--- src/rtl/tmr_scrub_pkg.sv ---
// Shared types and helpers for the TMR scrub scheduler.
// Holds the controller state encoding and the width helper used for its counters.
package tmr_scrub_pkg;

   localparam int STATE_W = 3;

   typedef enum logic [STATE_W-1:0] {
      IDLE  = 3'd0,
      WAIT  = 3'd1,
      SCRUB = 3'd2,
      CHECK = 3'd3,
      DONE  = 3'd4
   } scrubState_t;

   // Never returns less than 1, so single-group or tiny-period builds still get a legal vector.
   function automatic int clog2(input int value);
      int width;
      width = 1;
      while ((1 << width) < value) width++;
      return width;
   endfunction

endpackage

--- src/rtl/tmr_scrub_ctrl_if.sv ---
// Control/status bundle between the scrub scheduler and its slow-control / voter neighbours.
// The controller sits on the slave side; whoever drives enables and mismatch flags is the master.
interface tmr_scrub_ctrl_if #(
   parameter int N_GROUPS = 4,
   parameter int CNT_W    = 16
);

   logic                enable_i;
   logic                force_i;
   logic                clear_i;
   logic [N_GROUPS-1:0] mismatch_i;
   logic [N_GROUPS-1:0] scrub_o;
   logic                busy_o;
   logic                done_o;
   logic [CNT_W-1:0]    err_count_o;
   logic [N_GROUPS-1:0] persist_o;

   modport master (
      output enable_i, force_i, clear_i, mismatch_i,
      input  scrub_o, busy_o, done_o, err_count_o, persist_o
   );

   modport slave (
      input  enable_i, force_i, clear_i, mismatch_i,
      output scrub_o, busy_o, done_o, err_count_o, persist_o
   );

endinterface

--- src/rtl/sat_counter.sv ---
// Saturating up-counter with a synchronous clear that takes priority over an increment.
module sat_counter #(
   parameter int W = 16
) (
   input  logic         clk,
   input  logic         rst,
   input  logic         inc,
   input  logic         clr,
   output logic [W-1:0] count
);

   // Holds at all-ones instead of wrapping, so a flood of upsets never reads as a small count.
   always_ff @(posedge clk) begin
      if (rst) begin
         count <= '0;
      end else if (clr) begin
         count <= '0;
      end else if (inc && (count != '1)) begin
         count <= count + W'(1);
      end
   end

endmodule

--- src/rtl/tmr_scrub_ctrl.sv ---
// Periodic scrub scheduler for triplicated register groups: pulses one refresh per group,
// counts mismatches seen before the refresh and latches those still present after it.
module tmr_scrub_ctrl
   import tmr_scrub_pkg::*;
#(
   parameter int N_GROUPS = 4,
   parameter int PERIOD   = 1024,
   parameter int CNT_W    = 16
) (
   input logic             clk,
   input logic             rst,
   tmr_scrub_ctrl_if.slave bus
);

   localparam int                GRP_W       = clog2(N_GROUPS);
   localparam int                PCNT_W      = clog2(PERIOD);
   localparam logic [GRP_W-1:0]  LAST_GRP    = GRP_W'(N_GROUPS - 1);
   localparam logic [PCNT_W-1:0] PERIOD_LOAD = PCNT_W'(PERIOD - 1);

   scrubState_t         state;
   scrubState_t         nextState;
   logic [GRP_W-1:0]    grp;
   logic [GRP_W-1:0]    nextGrp;
   logic [PCNT_W-1:0]   periodCnt;
   logic [PCNT_W-1:0]   nextPeriodCnt;
   logic [N_GROUPS-1:0] scrubReg;
   logic [N_GROUPS-1:0] nextScrub;
   logic [N_GROUPS-1:0] persistReg;
   logic                grpMismatch;
   logic                errInc;

   // Only the flag of the group currently being refreshed matters.
   assign grpMismatch = bus.mismatch_i[grp];
   assign errInc      = (state == SCRUB) && grpMismatch;

   // NOTE: reset is synchronous and clears every register, including any half-finished sweep.
   always_ff @(posedge clk) begin
      if (rst) begin
         state     <= IDLE;
         grp       <= '0;
         periodCnt <= '0;
         scrubReg  <= '0;
      end else begin
         // NOTE: non-blocking assignments so each register samples the pre-edge values of the others.
         state     <= nextState;
         grp       <= nextGrp;
         periodCnt <= nextPeriodCnt;
         scrubReg  <= nextScrub;
      end
   end

   // NOTE: every variable of this block gets a default first, so no path can infer a latch.
   always_comb begin
      nextState     = state;
      nextGrp       = grp;
      nextPeriodCnt = periodCnt;
      case (state)
         IDLE: begin
            if (bus.force_i) begin
               nextState = SCRUB;
               nextGrp   = '0;
            end else if (bus.enable_i) begin
               nextState     = WAIT;
               nextPeriodCnt = PERIOD_LOAD;
            end
         end
         WAIT: begin
            // Loaded with PERIOD-1 and leaving on zero gives exactly PERIOD idle cycles.
            if ((periodCnt == '0) || bus.force_i) begin
               nextState = SCRUB;
               nextGrp   = '0;
            end else if (!bus.enable_i) begin
               nextState = IDLE;
            end else begin
               nextPeriodCnt = periodCnt - PCNT_W'(1);
            end
         end
         SCRUB: begin
            nextState = CHECK;
         end
         CHECK: begin
            if (grp == LAST_GRP) begin
               nextState = DONE;
            end else begin
               nextState = SCRUB;
               nextGrp   = grp + GRP_W'(1);
            end
         end
         DONE: begin
            if (bus.enable_i) begin
               nextState     = WAIT;
               nextPeriodCnt = PERIOD_LOAD;
            end else begin
               nextState = IDLE;
            end
         end
         default: begin
            nextState = IDLE;
         end
      endcase
   end

   // The refresh strobe is computed from the next state so the registered copy lines up with SCRUB.
   always_comb begin
      nextScrub  = '0;
      if (nextState == SCRUB) begin
         nextScrub = N_GROUPS'(1) << nextGrp;
      end
      bus.busy_o = (state == SCRUB) || (state == CHECK);
      bus.done_o = (state == DONE);
   end

   sat_counter #(
      .W (CNT_W)
   ) errCounter (
      .clk   (clk),
      .rst   (rst),
      .inc   (errInc),
      .clr   (bus.clear_i),
      .count (bus.err_count_o)
   );

   // A mismatch that outlives the refresh is a persistent fault; clear wins over a same-cycle set.
   always_ff @(posedge clk) begin
      if (rst) begin
         persistReg <= '0;
      end else if (bus.clear_i) begin
         persistReg <= '0;
      end else if ((state == CHECK) && grpMismatch) begin
         persistReg[grp] <= 1'b1;
      end
   end

   assign bus.scrub_o   = scrubReg;
   assign bus.persist_o = persistReg;

endmodule

--- src/flat_wrapper.sv ---
// flat-port wrapper written by rule: the top's interface ports become plain ports
module tmr_scrub_ctrl_flat import tmr_scrub_pkg::*;
#(
   parameter int N_GROUPS = 4,
   parameter int PERIOD   = 1024,
   parameter int CNT_W    = 16
)
  (clk, rst, bus_enable_i, bus_force_i, bus_clear_i, bus_mismatch_i, bus_scrub_o, bus_busy_o, bus_done_o, bus_err_count_o, bus_persist_o);
  tmr_scrub_ctrl_if #(.N_GROUPS(N_GROUPS), .CNT_W(CNT_W)) bus_i ();
  input logic clk;
  input logic rst;
  input wire logic [$bits(bus_i.enable_i)-1:0] bus_enable_i;
  input wire logic [$bits(bus_i.force_i)-1:0] bus_force_i;
  input wire logic [$bits(bus_i.clear_i)-1:0] bus_clear_i;
  input wire logic [$bits(bus_i.mismatch_i)-1:0] bus_mismatch_i;
  output wire logic [$bits(bus_i.scrub_o)-1:0] bus_scrub_o;
  output wire logic [$bits(bus_i.busy_o)-1:0] bus_busy_o;
  output wire logic [$bits(bus_i.done_o)-1:0] bus_done_o;
  output wire logic [$bits(bus_i.err_count_o)-1:0] bus_err_count_o;
  output wire logic [$bits(bus_i.persist_o)-1:0] bus_persist_o;
  assign bus_i.enable_i = bus_enable_i;
  assign bus_i.force_i = bus_force_i;
  assign bus_i.clear_i = bus_clear_i;
  assign bus_i.mismatch_i = bus_mismatch_i;
  assign bus_scrub_o = bus_i.scrub_o;
  assign bus_busy_o = bus_i.busy_o;
  assign bus_done_o = bus_i.done_o;
  assign bus_err_count_o = bus_i.err_count_o;
  assign bus_persist_o = bus_i.persist_o;
  tmr_scrub_ctrl #(.N_GROUPS(N_GROUPS), .PERIOD(PERIOD), .CNT_W(CNT_W)) u_core (.clk(clk), .rst(rst), .bus(bus_i));
endmodule
--- config.mk ---
export PLATFORM = sky130hd
export DESIGN_NAME = tmr_scrub_ctrl_flat
export DESIGN_NICKNAME = d
export VERILOG_FILES = /design/src/rtl/tmr_scrub_pkg.sv /design/src/rtl/tmr_scrub_ctrl_if.sv /design/src/rtl/sat_counter.sv /design/src/rtl/tmr_scrub_ctrl.sv /design/src/flat_wrapper.sv
export SDC_FILE = /design/constraint.sdc
export NUM_CORES = 1
export LEC_CHECK = 0
export CAP_MARGIN = 20
export CORE_MARGIN = 2
export CORE_UTILIZATION = 50
export CTS_CLUSTER_SIZE = 40
export DETAILED_ROUTE_END_ITERATION = 12
export PLACE_DENSITY = 0.76
export SLEW_MARGIN = 15
export SYNTH_ARGS = -nofsm -noshare
export SYNTH_HDL_FRONTEND = slang
export SYNTH_SLANG_ARGS = --single-unit
--- constraint.sdc ---
create_clock -name clk -period 2.15 [get_ports clk]
set_input_delay 0.43 -clock clk [delete_from_list [all_inputs] [get_ports clk]]
set_output_delay 0.43 -clock clk [all_outputs]
set_load 0.02 [all_outputs]
# Word level (Yosys, flattened, before mapping)
# Cells that the tools add are included.
[word_totals] input_bits=9 output_inout_bits=26 wordCells=56 regBits=39
[classes] n_lt_le_gt_ge=2 add_sub_neg=3 bitwise=2 eq_ne=10 n_reduce_logical=12 shifts=1 muxes=20
[op_table] operator="$mux 10" n=4
[op_table] operator="$pmux 10 s3" n=1
[op_table] operator="$add 16x1->16 const B" n=1
[op_table] operator="$ne 16x16->1 const B" n=1
[op_table] operator="$mux 3" n=5
[op_table] operator="$pmux 3 s5" n=1
[op_table] operator="$logic_not 10->1" n=1
[op_table] operator="$sub 10x1->10 const B" n=1
[op_table] operator="$eq 3x2->1 const B" n=3
[op_table] operator="$mux 2" n=3
[op_table] operator="$ne 2x2->1 const B" n=3
[op_table] operator="$pmux 2 s3" n=1
[op_table] operator="$logic_and 1x1->1" n=4
[op_table] operator="$or 4x4->4" n=1
[op_table] operator="$reduce_and 4->1" n=1
[op_table] operator="$reduce_or 2->1" n=2
[op_table] operator="$shl 1x2->4 const A" n=1
[op_table] operator="$eq 3x1->1 const B" n=1
[op_table] operator="$eq 3x3->1 const B" n=1
[op_table] operator="$logic_not 3->1" n=1
[op_table] operator="$lt 2x3->1 const B" n=1
[op_table] operator="$mux 1" n=3
[op_table] operator="$reduce_bool 3->1" n=1
[op_table] operator="$add 2x1->2 const B" n=1
[op_table] operator="6 further kinds" n=7

# Longest topological paths before layout
# Gate-level depths: netlist of the first run.
[logic_depth] ltp_word=7 mapped_depth=8 depth_no_buf=7

# Hierarchy
# From an unflattened synthesis of the first run, not the netlist that was laid out.
[unflattened] hier_cells=244 area_unflattened_um2=2123.3
[by_module_without_submodules] mod="tmr_scrub_ctrl" instances=1 cells_per_inst=142 area_per_inst_um2=1206.2 seq_area_each_um2=460.4
[by_module_without_submodules] mod="sat_counter" instances=1 cells_per_inst=102 area_per_inst_um2=917.1 seq_area_each_um2=320.3

# Least setup slack after synthesis of the first run
# No wires, ideal clock.
[synth_timing] kind="reg-to-reg" start="register u_core.errCounter.count[0]" end="register u_core.errCounter.count[11]" setup_slack_ns=0.287 path_buffers=1 synth_period_minus_slack_ns=1.863 setup_time_ns=0.116 required_time_ns=2.034 stages_incl_launch_ff=7 arrival_ns=1.747 cell_sequence="dfxtp_1 -> ha_1 -> nand4_1 -> nor4_4 -> nor3_4 -> buf_6 -> a41o_2"
[synth_between] elab_chain_len=2 word_cells_on_any_way=3 cone_classes="add/sub (1); eq/ne (1); reduce/logical (1)"
[synth_lines] element="start: declaration" line="sat_counter.sv:9" text="output logic [W-1:0] count"
[synth_lines] element="start signal: assignment" line="sat_counter.sv:19" text="count <= count + W'(1);"
[synth_lines] element="parallel branches: the longest is 2 deep, another holds $add 16x1->16"
# Parallel ways; which one is timed is not known.
# A chain may end at the register's enable or synchronous reset.

# Worst setup path after layout of the first run
[layout_timing] start="register u_core.periodCnt[0]" end="register u_core.periodCnt[7]"
[layout_between] elab_chain_len=4 word_cells_on_any_way=8 cone_classes="add/sub (1); eq/ne (1); mux (3); reduce/logical (3)"
[layout_lines] element="start: declaration" line="tmr_scrub_ctrl.sv:24" text="logic [PCNT_W-1:0] periodCnt;"
[layout_lines] element="start signal: assignment" line="tmr_scrub_ctrl.sv:47" text="periodCnt <= nextPeriodCnt;"
[layout_lines] element="$sub 10x1->10 or $logic_not 10->1 (tied branches)" line="tmr_scrub_ctrl.sv:75, tmr_scrub_ctrl.sv:69"
[layout_lines] element="$mux 10 or $logic_or 1x1->1 (tied branches)" line="tmr_scrub_ctrl.sv:72, tmr_scrub_ctrl.sv:69"
[layout_lines] element="$mux 10 or $ne 2x2->1 (tied branches)"
[layout_lines] element="$pmux 10 s3 or $reduce_and 4->1 (tied branches)"
# Several ways; a longest one is shown, not always the timed one. The select of a mux whose other input is x is not followed.

==> results of run 1 <==
[report_power, final]
| group | total, mW | internal, mW | switching [mW] |
|---|---|---|---|
| clock network | 0.636 | 0.376 | 0.261 |
| registers | 0.778 | 0.746 | 0.0326 |
| logic | 0.258 | 0.120 | 0.139 |
[per-stage QoR]
stage,util,power (mW)
after floorplan,-,0.9651
after global placement,0.6584,1.046
after detailed placement,0.6584,1.049
after CTS,0.6895,1.684
after global routing,0.6902,1.745
final,0.6902,1.673
[registers in the layout (all words and copies together) (netlist names)]
register	count
u_core.bus.persist_o	4
u_core.errCounter.count	16
u_core.grp	2
u_core.bus.scrub_o	4
u_core.state	3
u_core.periodCnt	10
[final timing paths]
path / cells past startpoint / start / slack, ns / to
max: 8 / u_core.periodCnt[0] / 0.22 / u_core.periodCnt[7]
min: 2 / u_core.bus.persist_o[3] / 0.48 / u_core.bus.persist_o[3]
max reg2reg: 8 / u_core.periodCnt[0] / 0.22 / u_core.periodCnt[7]
min reg2reg: 2 / u_core.bus.persist_o[3] / 0.48 / u_core.bus.persist_o[3]
[routing by layer]
layer  wire length [um]  track usage
met1               2154       0.2746
met2               2201       0.3800
met3                184      0.05574
met4                 67      0.06888
met5                  0            0
[placed cells by master (no fill, tap or decap), types with 2 or more instances in the layout]
cell type / instances
dfxtp_1: 39
nor2_1: 36
clkdlybuf4s50_1: 32
buf_4: 19
nand2_1: 16
a21oi_1: 15
a31oi_1: 12
inv_1: 10
and3_1: 7
o21ai_0: 7
nand3_1: 7
o21a_1: 7
nor3_1: 6
a41oi_1: 6
xnor2_1: 6
clkbuf_8: 6
nand4_1: 5
a41o_1: 5
nor4_1: 4
a31o_2: 3
nand2b_1: 2
or3_1: 2
and2_1: 2
nor4_4: 2
a41o_2: 2
ha_1: 2
[repair_timing]
action	in CTS	in global routing
pin swaps	0	0
resized for setup	1	1
endpoints found under the setup margin	1	1
setup buffers	0	0
[kinds of logic after synthesis]
logic type,count (synthesis),share of synthesized area
simple gates,102,0.2910
buf+inv,22,0.05113
xor+xnor,6,0.02651
fa+ha+maj,2,0.01262
mux,2,0.01641
compound gates,60,0.2083
flops,39,0.3939
[final cells by class]
cell class	count	area (um^2)
multi-input combinational	172	1100
inverter	11	41.29
clock buffer	6	82.58
timing repair buffer	53	484.2
fill	330	1160
tap	48	60.06
clock inverter	2	35.03
sequential	39	780.7
[worst reg2reg max path, cell delays in order, from the launching register on]
cell and delay [ns]:
dfxtp_1 0.38, inv_1 0.06, ha_1 0.25, nor4b_2 0.18
a31oi_1 0.29, buf_4 0.21, a41o_1 0.17, a21oi_1 0.06
a311oi_1 0.24
==> impl.org, run 1 <==
** Clock tree
- Source-to-sink clock delay at the later pin of the worst-skew pair :: 0.30 ns
- The tree is rooted in a clkbuf_8.
- Clock transition at the register clock pins on the worst setup and hold paths after CTS :: 0.08 ns
- TritonCTS created 5 clock buffers.
- In this run the number of H-tree levels came out at 2.
- After clock tree synthesis, the flow added hold-fix buffers numbering 0.
- Num Clock Sinks :: 39
- CTS tree :: done
- Max Buffers Root-to-Sink :: 2

** Synth
- Of the synthesized area, sequential elements account for 0.3939.
- Yosys mapped a number of flops with a built-in enable equal to 0.
- The share of synthesized area in the top cell type comes to 0.3939.
- The biggest area contributor in the post-synthesis netlist is dfxtp_1.
- Leading post-synthesis cells by cell area :: dfxtp_1, nor2_1, a21oi_1
- Most instantiated cells after synthesis :: dfxtp_1, nor2_1, nand2_1
- After synthesis, the mean cell area works out to 8.506 um^2.
- Synthesis instantiated 46 different standard cells from the library.
- Counting flops and latches in the post-synthesis netlist gives 39.
- Share of async-settable or async-resettable flops after synthesis :: 0
- Synthesis warning total :: 0
- Mapped Nets :: 244
- In the synthesized netlist the dominant register cell turns out to be dfxtp_1.
- The mapped netlist covers 0.001982 mm^2.
- Most used standard cell by instance count after synthesis :: dfxtp_1
- Instance count of the mapped netlist :: 233

** Timing
- Final Setup Violations :: 0
- Min Tclk post-route :: 1.928 ns
- Endpoints failing hold :: 0
- The number of slew-limit violations in the final report was 0.
- For the pin with the worst max-slew slack, the measured transition is 0.5395 ns.
- Setup repair after global routing left no endpoint under its margin.
- Of the available clock period, the critical path in the final layout requires 0.8968.
- Across all setup checks in the final design, the least slack found is 0.2218 ns.
- Across the routed clock network, the largest skew measured is 0.01334 ns.
- Max Clk Rate :: 518.6 MHz
- Setup TNS :: 0 ns
- Final-layout worst hold slack :: 0.4789 ns
- Max-slew headroom at the worst pin :: 0.6376

** Floorplanning
- The core region is roughly 0.0037 mm^2.
- Boundary Pins :: 35
- X dimension of the die :: roughly 67 um
- Die footprint :: approximately 0.0045 mm^2
- For this configuration, the core starts out at a cell density of 0.5294.
- After floorplanning, the core was divided into 22 placement rows.
- Die Y-Extent :: ~67 um

** Power and ir drop
- IR drop worst, VDD :: 666.7 uV
- Power density normalized to cell area :: 647.4 mW/mm^2
- LEAKAGE :: between 1 and 1.5 nW

** Job
- Max Cap Viol :: 0

** Place
- Placer's final routability congestion estimate :: ~0.84
- Once detailed placement completed, the half-perimeter wirelength came to 3.319 mm.
- Cell count after placement :: 323
- Summing all placed instances gives a cell area of 0.002465 mm^2.
- During placement, the flow inserted port buffers numbering 34.
- Setup slack at placement :: -0.04306 ns

** Routing
- The final layout contains routed wiring with a total length of 4.608 mm.
- For this run, design rule violations remaining after detail routing come to 0.
- Total iterations of the first detailed-routing run :: 4
- Detailed-route wire length per cell :: 13.92 um
- The detail route stage leaves a number of antenna-violating nets equal to 0.
- Number of vias in the routed layout :: approximately 1.9k
- In the routed layout, each cell is associated on average with a via count of 5.782.
- After the first detailed-routing iteration, the DRC count stood at 150.

** Worst setup path
- STA puts the critical path data arrival time at between 2 and 2.5 ns.
- The worst setup path is captured at a flop.
- In this run the worst path has a maximum fanout of 8.
- The critical path contains buffers and inverters numbering 2 combined.
- Walking the worst path, the cells encountered are inv_1 > ha_1 > nor4b_2 > a31oi_1 > buf_4 > a41o_1 > a21oi_1 > a311oi_1.
- The critical path is of the reg -> reg type.
- Sort of element at the start of the critical path :: flop
- Slowest-stage cell, CP :: dfxtp_1
- Critical path required time :: 2.35 ns
- The kind of cell with the highest combined delay along the critical path is compound AO/OA/AOI/OAI gates.
- CP peak stage delay :: 0.38 ns

** Layout
- Relative to the synthesized area, the layout overhead comes to 30.37%.
- The finished cells cover about 0.0026 mm^2.
- Ant diodes :: 0
- In the final design database the tool counted 293 nets.
- In the final layout, the share of cells above drive strength 1 is 0.1519.
- Once layout is complete, the cells apart from fillers number between 300 and 400.

** Global route
- Vias in the first global route :: 1719
- GR Util All Layers :: 0.2228
- The first global-routing pass estimated 7.590 mm of wire.
- Maximum number of pins on one net before global-route repair :: 20
- Initial antenna violation count :: 0
- Summed over all layers, the global routing overflow is 0.

** Status
- Result of the run :: finished, final reports clean

** Min path
- The path class of the tightest hold or removal check is reg -> reg.
(Power assumes the default switching activity.)
==> run 2: changes to the inputs <==
GPL_TIMING_DRIVEN = 0   (was default)
==> impl.org, run 2 (same netlist as run 1, synthesis figures left out) <==
** Status
- The run finished with clean final reports.

** Layout
- u_core.errCounter.count holds more flip-flops than any other register.
- Finished Layout Cells :: approximately 320
- Most frequent cells in the layout :: dfxtp_1, nor2_1, clkdlybuf4s50_1, nand2_1, a21oi_1
- Compared with the post-synthesis result, the final layout area differs by 23.99%.
- Ant diodes :: 0
- Top Registers :: u_core.errCounter.count x16, u_core.periodCnt x10
- The register with the most flip-flops in the layout has 16 of them.
- Utilization after layout :: 0.6564
- After the last flow step, the layout net total stands at 284.
- Leaving out fill and tap cells, the most frequent cell in the layout is dfxtp_1.
- In the final layout, the share of cells above drive strength 1 is 0.1026.

** Timing
- Measured against its own limit, the worst slew margin works out to 0.5456.
- Min Tclk post-route :: between 2 and 2.5 ns
- Portion of the clock cycle consumed by the worst path in the final layout :: 0.9458
- Final hold analysis gives a worst-case slack of 0.4803 ns.
- The number of hold-slack violations in the final timing report came to 0.
- Setup violations remaining at the end of the flow were counted as 0.
- Max-slew violations :: 0
- Setup repair after global routing left no endpoint under its margin.
- Derived from the worst setup path, the maximum achievable clock frequency is between 400 and 500 MHz.
- Across the routed clock network, the largest skew measured is 0.008217 ns.
- Setup TNS :: 0 ns
- At the pin with the least slew margin, the transition time is about 0.68 ns.

** Worst setup path
- Reg2reg path depth :: 6
- Critical path required time :: between 1.5 and 2 ns
- STA classifies the critical path startpoint as a flop.
- The setup path with the least slack is of type reg -> out.
- Worst endpoint data arrival time :: around 1.6 ns
- Crit. End Element :: primary output
- In this run the worst path has a maximum fanout of 10.

** Place
- Port Buffers :: 33
- Detailed placement ended at an HPWL of 3.180 mm.
- Cell count after placement :: 314
- Placer's final routability congestion estimate :: 0.8392

** Routing
- In this run the remaining antenna-violating nets after routing total 0.
- Number of vias in the routed layout :: roughly 1.9k
- The final layout contains routed wiring with a total length of 4.490 mm.
- In the routed layout, each cell is associated on average with a via count of 5.854.
- The first detailed-routing pass took 4 iterations.
- For this run, design rule violations remaining after detail routing come to 0.
- After detailed routing, the average wire length per cell comes to between 10 and 15 um.
- The detailed router finished its first iteration with 111 violations.

** Floorplanning
- The total area inside the core boundary comes to 0.003744 mm^2.
- The die is 66.96 um tall.
- The initialized floorplan defines 22 standard-cell rows.
- X dimension of the die :: 66.96 um
- Starting Density :: 0.5294
- 35 I/O pins were placed.
- Die footprint :: approximately 0.0045 mm^2

** Clock tree
- In this run the number of H-tree levels came out at 2.
- After clock tree synthesis, the clock-pin slew on the worst setup and hold paths is 0.07 ns.
- Hold Buf Count CTS :: 0
- Post-CTS repair changed the size of 2 cells.
- TritonCTS created 5 clock buffers.
- Source-to-sink clock delay at the later pin of the worst-skew pair :: 0.29 ns
- Number of setup buffers added after CTS :: 0
- Num Clock Sinks :: 39
- Max Buffers Root-to-Sink :: 2
- Root Buffer Master :: clkbuf_8
- TritonCTS built the clock tree.

** Global route
- Global routing finished with a remaining overflow of 0.
- The first global-routing pass estimated 7.838 mm of wire.
- The initial antenna violation count came to 0.
- The number of global-route vias before repair came to 1773.
- For this run, the total global-route usage over all layers was measured as 0.2282.
- Entering global routing, the biggest net connects 12 pins.

** Power and ir drop
- IR analysis of the VDD net gives a maximum drop of 443.8 uV.
- Power density normalized to cell area :: 620.3 mW/mm^2
- LEAKAGE :: 0.9581 nW
- Post-layout power :: 1.524 mW

** Min path
- Hold Path Class :: reg -> reg
- Counting instances, the worst hold path has a depth of 2.

** Job
- Max Cap Viol :: 0
run 2: cell count changes in the layout (fill, tap and decap cells not counted), sizes merged:
cell | previous run | this run
buf | 19 | 3
bufinv | 1 | 0
clkbuf | 6 | 14
clkdlybuf4s50 | 32 | 31
dlygate4sd2 | 1 | 2
dlymetal6s2s | 1 | 0
run 2: metrics by stage:
step	instance area, um^2	worst slack (ns)
5_1_grt	2457	0.002078
3_5_place_dp	2372	-0.1114
6_report	2457	0.1166
2_1_floorplan	1982	0.2867
3_3_place_gp	2372	-0.1508
4_1_cts	2457	0.1342
run 2: cell type report:
cell class | count | area [um^2]
plain buffers | 11 | 60.06
clock buffers | 6 | 82.58
clock inverters | 1 | 5.005
fillers | 342 | 1286
inverters | 11 | 41.29
multi-input cells | 172 | 1100
flip-flops and latches | 39 | 780.7
well taps | 48 | 60.06
repair buffers | 33 | 327.8
run 2: path summary, 6_finish.rpt:
path | start | to | slack, ns
hold / removal | u_core.bus.persist_o[1] | u_core.bus.persist_o[1] | 0.48
setup reg to reg | u_core.errCounter.count[0] | u_core.errCounter.count[13] | 0.16
setup / recovery | u_core.state[0] | bus_done_o | 0.12
hold reg to reg | u_core.bus.persist_o[1] | u_core.bus.persist_o[1] | 0.48
run 2: where the power goes:
group	switching [mW]	internal (mW)
clock	0.250	0.252
combinational	0.149	0.104
sequential	0.0246	0.746
total	0.423	1.10
run 2: worst max-delay path: stages (launching register included):
cell	delay, ns
dfxtp_1	0.40
clkbuf_1	0.43
nor3_1	0.14
dlygate4sd2_1	0.36
run 2: routing by layer:
| layer | routed length, um | global-route usage |
|---|---|---|
| met5 | 0 | 0 |
| met4 | 93 | 0.1020 |
| met3 | 207 | 0.05068 |
| met2 | 2082 | 0.3750 |
| met1 | 2106 | 0.2842 |
